===== config.mk =====
export PLATFORM = sky130hd
export DESIGN_NAME = wr_ingress
export DESIGN_NICKNAME = d
export VERILOG_FILES = /design/src/rtl/fifo_pkg.sv /design/src/rtl/sync_r2w.sv /design/src/rtl/wr_ingress.sv
export SDC_FILE = /design/constraint.sdc
export NUM_CORES = 1
export LEC_CHECK = 0
export ABC_CLOCK_PERIOD_IN_PS = 3400
export BUFFER_PORTS_ARGS = -buffer_cell sky130_fd_sc_hd__buf_2
export CAP_MARGIN = 30
export CORE_MARGIN = 4
export CORE_UTILIZATION = 30
export CTS_CLUSTER_SIZE = 28
export DETAILED_ROUTE_END_ITERATION = 8
export PLACE_DENSITY = 0.58
export SLEW_MARGIN = 20
export SYNTH_ARGS = -nofsm -noshare
export SYNTH_HDL_FRONTEND = slang
export SYNTH_SLANG_ARGS = --single-unit

===== constraint.sdc =====
create_clock -name wclk -period 3.4 [get_ports wclk]
set_input_delay 0.68 -clock wclk [delete_from_list [all_inputs] [get_ports wclk]]
set_output_delay 0.68 -clock wclk [all_outputs]
set_load 0.01 [all_outputs]

===== src/rtl/fifo_pkg.sv =====
// Shared definitions for the asynchronous FIFO: skid-buffer occupancy encoding
// and Gray-to-binary conversion.
package fifo_pkg;

  localparam int GRAY_MAX_W = 32;

  typedef enum logic [1:0] {
    CNT_EMPTY = 2'd0,
    CNT_ONE   = 2'd1,
    CNT_TWO   = 2'd2
  } cnt_e;

  // Width-generic: callers zero-extend a narrower Gray code and truncate the result.
  // Leading zero bits of the Gray code become leading zero bits of the binary value.
  function automatic logic [GRAY_MAX_W-1:0] gray2bin(input logic [GRAY_MAX_W-1:0] g);
    logic [GRAY_MAX_W-1:0] b;
    b[GRAY_MAX_W-1] = g[GRAY_MAX_W-1];
    for (int i = GRAY_MAX_W - 2; i >= 0; i--) begin
      b[i] = b[i+1] ^ g[i];
    end
    return b;
  endfunction

endpackage


===== src/rtl/sync_r2w.sv =====
// Two-flop synchronizer that carries the read-domain Gray pointer into wclk.
module sync_r2w #(
  parameter int W = 4
) (
  input  logic         wclk,
  input  logic         wrst_n,
  input  logic [W-1:0] d_i,
  output logic [W-1:0] q_o
);

  logic [W-1:0] wq1_q;
  logic [W-1:0] wq2_q;

  always_ff @(posedge wclk or negedge wrst_n) begin
    if (!wrst_n) begin
      wq1_q <= '0;
      wq2_q <= '0;
    end else begin
      wq1_q <= d_i;
      wq2_q <= wq1_q;
    end
  end

  assign q_o = wq2_q;

endmodule


===== src/rtl/wr_ingress.sv =====
// Write-side ingress of the async FIFO: 2-entry skid buffer in front of the
// full-flag block, read-pointer synchronizer, and write-side fill level.
module wr_ingress
  import fifo_pkg::*;
#(
  parameter int addr_width   = 3,
  parameter int data_width   = 8,
  parameter int afull_thresh = 6
) (
  input  logic                  wclk,
  input  logic                  wrst_n,
  input  logic                  s_valid,
  input  logic [data_width-1:0] s_data,
  output logic                  s_ready,
  input  logic [addr_width:0]   rptr_gray,
  input  logic [addr_width:0]   wptr,
  input  logic                  wfull,
  output logic                  winc,
  output logic [data_width-1:0] wdata,
  output logic [addr_width:0]   wq2_rptr,
  output logic [addr_width:0]   wlevel,
  output logic                  walmost_full
);

  localparam int PW = addr_width + 1;
  localparam logic [PW-1:0] AFULL = PW'(afull_thresh);

  cnt_e                  cnt_q, cnt_d;
  logic [data_width-1:0] head_q, head_d;
  logic [data_width-1:0] tail_q, tail_d;
  logic                  s_ready_q;
  logic                  acc;
  logic                  pop;

  assign acc     = s_valid && s_ready_q;
  assign winc    = (cnt_q != CNT_EMPTY) && !wfull;
  assign pop     = winc;
  assign s_ready = s_ready_q;
  assign wdata   = head_q;

  always_comb begin
    cnt_d  = cnt_q;
    head_d = head_q;
    tail_d = tail_q;
    case (cnt_q)
      CNT_EMPTY: begin
        if (acc) begin
          head_d = s_data;
          cnt_d  = CNT_ONE;
        end
      end
      CNT_ONE: begin
        case ({acc, pop})
          2'b10: begin
            tail_d = s_data;
            cnt_d  = CNT_TWO;
          end
          2'b01:   cnt_d  = CNT_EMPTY;
          2'b11:   head_d = s_data;
          default: cnt_d  = CNT_ONE;
        endcase
      end
      CNT_TWO: begin
        // s_ready is low here, so only a pop can occur.
        if (pop) begin
          head_d = tail_q;
          cnt_d  = CNT_ONE;
        end
      end
      default: cnt_d = CNT_EMPTY;
    endcase
  end

  always_ff @(posedge wclk or negedge wrst_n) begin
    if (!wrst_n) begin
      cnt_q     <= CNT_EMPTY;
      head_q    <= '0;
      tail_q    <= '0;
      s_ready_q <= 1'b0;
    end else begin
      cnt_q     <= cnt_d;
      head_q    <= head_d;
      tail_q    <= tail_d;
      s_ready_q <= (cnt_d != CNT_TWO);
    end
  end

  sync_r2w #(.W(PW)) u_sync_r2w (
    .wclk   (wclk),
    .wrst_n (wrst_n),
    .d_i    (rptr_gray),
    .q_o    (wq2_rptr)
  );

  logic [PW-1:0] rbin;
  logic [PW-1:0] diff;
  logic [PW-1:0] wlevel_q;
  logic          walmost_q;

  // Modular subtraction covers pointer wrap through the MSB.
  assign rbin = PW'(gray2bin(GRAY_MAX_W'(wq2_rptr)));
  assign diff = wptr - rbin;

  always_ff @(posedge wclk or negedge wrst_n) begin
    if (!wrst_n) begin
      wlevel_q  <= '0;
      walmost_q <= 1'b0;
    end else begin
      wlevel_q  <= diff;
      walmost_q <= (diff >= AFULL);
    end
  end

  assign wlevel       = wlevel_q;
  assign walmost_full = walmost_q;

endmodule

=== After elaboration in Yosys (flattened, before gate mapping) ===
Index checks and enable logic that the tools add are counted.

* Add/subtract/negate cells: 1
* Magnitude comparators: 1
* Eq/ne operators: 9
* Mux-type cells: 8
* Bitwise gates (word level): 3
* Reduce and logical (&&, ||, !) cells: 8

{| class="wikitable"
|+ Operator list
! cell !! number
|-
| $mux 8 || 3
|-
| $pmux 8 s3 || 1
|-
| $pmux 2 s3 || 2
|-
| $eq 2x2->1 const B || 3
|-
| $ne 2x2->1 const B || 3
|-
| $eq 2x1->1 const B || 2
|-
| $ge 4x3->1 const B || 1
|-
| $mux 2 || 2
|-
| $reduce_and 4->1 || 1
|-
| $sub 4x4->4 || 1
|-
| $reduce_bool 3->1 || 1
|-
| $xor 1x1->1 || 3
|-
| $logic_and 1x1->1 || 2
|-
| $logic_not 2->1 || 1
|-
| $ne 2x1->1 const B || 1
|-
| $reduce_and 2->1 || 1
|-
| $reduce_bool 2->1 || 1
|-
| $logic_not 1->1 || 1
|}

* Flip-flop bits (word level): 32
* Input port bits: 20
* Output and inout port bits: 19
* Logic and storage cells: 38

=== Logic depth before layout (Yosys ltp) ===
* Depth in word-level cells: 6
* Depth in mapped cells: 9
* Mapped depth without buffers: 9

=== Modules after synthesis ===
A second synthesis with hierarchy kept.

* Cells, all modules: 93
* Area, all modules: 1387.6 um^2

{| class="wikitable"
|+ Modules (own cells, without submodules)
! module !! times used !! cells each !! area each (um^2) !! seq. area each (um^2)
|-
| wr_ingress || 1 || 85 || 1187.4 || 600.6
|-
| sync_r2w || 1 || 8 || 200.2 || 200.2
|}

=== Least setup slack after synthesis ===
Ideal clock, no wire load.

* Kind: reg2reg
* From: register u_sync_r2w.wq2_q[3] (netlist: u_sync_r2w.q_o[3])
* To: register walmost_q (netlist: walmost_full)
* Setup time: 0.128 ns
* Data arrival time: 1.960 ns
* Data required time: 3.272 ns
* Setup slack: 1.311 ns
* Stages on the path, launching flop included: 10
* Buffers on the path: 0
* Period minus slack after synthesis: 2.089 ns
* Path through: dfrtp_1 > xnor2_1 > xor2_1 > xnor2_1 > ha_1 > inv_1 > fa_1 > xor2_1 > nand2_1 > o21ai_0

* Word-level cells in the longest chain between the ends: 5

{| class="wikitable"
|+ Ends and longest elaborated chain
! what !! line !! text
|-
| from (decl) || sync_r2w.sv:12 || <nowiki>logic [W-1:0] wq2_q;</nowiki>
|-
| from (signal assigned) || sync_r2w.sv:20 || <nowiki>wq2_q <= wq1_q;</nowiki>
|-
| $xor 1x1->1 * || fifo_pkg.sv:19 || <nowiki>b[i] = b[i+1] ^ g[i];</nowiki>
|-
| $xor 1x1->1 (2 in series) || fifo_pkg.sv:19 ||
|-
| $sub 4x4->4 * || wr_ingress.sv:102 || <nowiki>assign diff = wptr - rbin;</nowiki>
|-
| via diff[2] || wr_ingress.sv:96 || <nowiki>logic [PW-1:0] diff;</nowiki>
|-
| $ge 4x3->1 * || wr_ingress.sv:110 || <nowiki>walmost_q <= (diff >= AFULL);</nowiki>
|-
| to (signal assigned) || wr_ingress.sv:110 ||
|-
| to (decl) || wr_ingress.sv:98 || <nowiki>logic walmost_q;</nowiki>
|}

The timed path passes the listed nets; every way through them passes the cells marked *.
A chain may end at the register's enable or synchronous reset.

=== Final worst setup path ===
Ends and elaborated chain as after synthesis.

==> summary.md <==
| Metric | Value |
|---|---|
| Endpoint arrival time on the critical path | 2.36 ns |
| Layout cells sized above 1 | between 40% and 50% |
| Number of global-route vias before repair | 942 |
| CTS root buf | clkbuf_8 |
| Initial antenna violation count | 0 |
| Total clock sinks | 32 |
| Post-synth net total | approximately 120 |
| WL per Instance | 13.3 microns |
| CTS Buf Count | 5 |
| P_sw | 0.374 mW |
| Critical-path cell list | xnor2_1, xor2_1, xnor2_1, ha_1, inv_1, fa_1, xor2_1, nand2_1, o21ai_0 |
| I/O Pins | 39 |
| Synthesized instance count | 93 |
| Reg power frac | a little under half |
| CP Capture Type | flip-flop |
| Comb power frac | 32.4% |
| Chip width | 76.0 microns |
| Antenna viol nets, final | 0 |
| Final nets | 160 |
| Reg clk slew, reported paths | around 0.060 ns |
| Initial Util | between 30% and 40% |
| Largest net degree at the start of global routing | 33 |
| Clk Latency, worst-skew pair | 0.27 ns |
| Filler cells | 419 |
| Maximum capacitance violations | 0 |
| Synth Register Bits | 32 |
| Leakage power | between 0.8 and 0.9 nW |
| Period utilization | approximately two thirds |
| Worst-Margin Slew | around 0.7 ns |
| Buffers on Ports | 38 |
| Leading area contributor after synthesis | dfrtp_1 |
| Area grow syn2layout | 22.8% |
| Most frequent cells in the layout | buf_2 (38), dfrtp_1 (32), mux2_1 (15) |
| Switching part of the total | 30.0% |
| CP max stage cell | dfrtp_1 |
| Main area contributors after synthesis | dfrtp_1 (58%), mux2_1 (12%), mux2_4 (8.7%) |
| Count of cells resized by post-cts repair | 0 |
| CTS Hold Bufs | 0 |
| Max H-tree Level | 2 |
| Die area | 0.00578 sq mm |
| P per Cell Area | 732 mW/mm^2 |
| Clk network pwr share | 21.0% |
| CP Launch Type | flip-flop |
| Outcome | finished, final reports clean |
| Rows | 24 |
| Post-DP HPWL | 1800 microns |
| First-pass GRT wire length | 4260 microns |
| CTS tree | done |
| Fin Setup TNS | 0 ns |
| CP delay by family, top | XOR/XNOR gates |
| Mapped cell area | 0.00139 sq mm |
| # setup viols final | 0 |
| Drt first pass iters | 2 |
| Design area | around 0.0017 sq mm |
| Yosys warning count | 0 |
| Gr ovfl total | 0 |
| Most common cell after layout, fill and taps aside | buf_2 |
| Sequential-to-total area share from yosys stat | 57.7% |
| Max stage delay on crit path | 0.41 ns |
| Die H | 76.0 microns |
| Core ar. | 0.00441 sq mm |
| Cell-internal power | roughly 0.9 mW |
| Avg Vias per Cell | 4.56 |
| Total global-route track usage | 9.38% |
| Critical path depth | 9 |
| Synth top area share | between 50% and 60% |
| Routed WL | 2510 microns |
| Post-route DRC | 0 |
| Rel. slew slack | between 50% and 60% |
| Via count | 858 |
| Hold Crit Depth | 0 |
| Max Slew Vio Count | 0 |
| Worst Hold Class | flip-flop to flip-flop |
| Worst vdd ir | 0.350 mV |
| Max Clock Freq | 454 MHz |
| Reg2Reg Depth | 9 |
| Worst path required time | 3.55 ns |
| RSZ-0062 raised after global routing | false |
| GP Congestion | 0.832 |
| Crit path max fanout | 3 |
| DP Area | 0.00163 sq mm |
| Antenna cells | 0 |
| Shortest period the worst path allows | 2.20 ns |
| Violation count after the first detailed-route iteration | 39 |
| CP Class | flip-flop to flip-flop |
| Final Skew | 0.00369 ns |
| Yosys cell types | 25 |
| CTS Buffer Depth | 2 |
| Worst path bufs/invs | 1 |
| Setup Fix Bufs, Post-CTS | 0 |
| Final Hold Viols | 0 |
| Synthesized area per cell | 14.9 sq um |
==> kinds of logic after synthesis <==
kind of cell	Yosys count	synth area share, %
flip-flops	32	57.7
multiplexers	25	22.4
AND/OR/NAND/NOR	13	6.76
AO/OA/AOI/OAI	7	3.34
buffers and inverters	7	2.52
XOR/XNOR	5	3.16
adder cells (fa/ha/maj)	4	4.15
==> final timing paths <==
check,startpoint,endpoint,slack [ns]
worst max-delay path,u_sync_r2w.q_o[3]$_DFF_PN0_,walmost_full$_DFF_PN0_,1.20
worst min-delay path,u_sync_r2w.wq1_q[3]$_DFF_PN0_,u_sync_r2w.q_o[3]$_DFF_PN0_,0.35
worst max register to register,u_sync_r2w.q_o[3]$_DFF_PN0_,walmost_full$_DFF_PN0_,1.20
worst min register to register,u_sync_r2w.wq1_q[3]$_DFF_PN0_,u_sync_r2w.q_o[3]$_DFF_PN0_,0.35
max in group asynchronous,wrst_n,tail_q[4]$_DFFE_PN0P_,2.50
min in group asynchronous,wrst_n,walmost_full$_DFF_PN0_,0.45
==> state kept, by name (all words and copies together), names as in the netlist <==
| name | cells |
|---|---|
| cnt_q | 2 |
| wdata | 8 |
| u_sync_r2w.wq1_q | 4 |
| walmost_full | 1 |
| u_sync_r2w.q_o | 4 |
| s_ready | 1 |
| tail_q | 8 |
| wlevel | 4 |
==> synth_stat cells <==
| cell type | number |
|---|---|
| dfrtp_1 | 32 |
| mux2_1 | 15 |
| mux2_4 | 8 |
| inv_1 | 5 |
| ha_1 | 3 |
| nand2_1 | 3 |
| nor2_1 | 3 |
| xor2_1 | 3 |
| a21oi_1 | 2 |
| nor4bb_1 | 2 |
| o21ai_0 | 2 |
| xnor2_1 | 2 |
| a211o_1 | 1 |
| a221o_1 | 1 |
| and3_1 | 1 |
| buf_2 | 1 |
| buf_6 | 1 |
| fa_1 | 1 |
| mux2_2 | 1 |
| mux2i_1 | 1 |
| nand3b_1 | 1 |
| nor2b_4 | 1 |
| nor3_4 | 1 |
| nor3b_1 | 1 |
| o21a_1 | 1 |
==> per-layer routing <==
metal	wire length [microns]	track usage, %
met5	0	0
met1	1090	11.0
met3	225	5.67
met2	1170	14.1
met4	21	3.20
==> power groups by stage <==
stage	registers, mW	logic [mW]	clock network (mW)
3_3_place_gp	0.581	0.404	0
2_1_floorplan	0.613	0.252	0
5_1_grt	0.598	0.443	0.293
6_report	0.582	0.404	0.262
4_1_cts	0.583	0.416	0.275
3_5_place_dp	0.587	0.414	0
==> area by class of cell <==
cell class | instances | area, sq um | share of cell area [%]
Sequential cell | 32 | 801 | 47.0
Tap cell | 52 | 65.1 | 3.82
Clock inverter | 1 | 5.00 | 0.294
Inverter | 5 | 18.8 | 1.10
Multi-Input combinational cell | 54 | 552 | 32.4
Clock buffer | 6 | 72.6 | 4.26
Timing Repair Buffer | 38 | 190 | 11.2
==> per-stage QoR <==
stage                     util, %  std cells  hold slack, ns  setup slack, ns  total power, mW
after global routing         38.6        188           0.354            0.981             1.33
after floorplan                 -         93           0.331             1.31            0.865
after global placement       36.8        181           0.337             1.28            0.985
after CTS                    38.6        188           0.351             1.16             1.27
after detailed placement     36.8        181           0.336             1.17             1.00
final                        38.6        188           0.349             1.20             1.25
(Power assumes the default switching activity.)
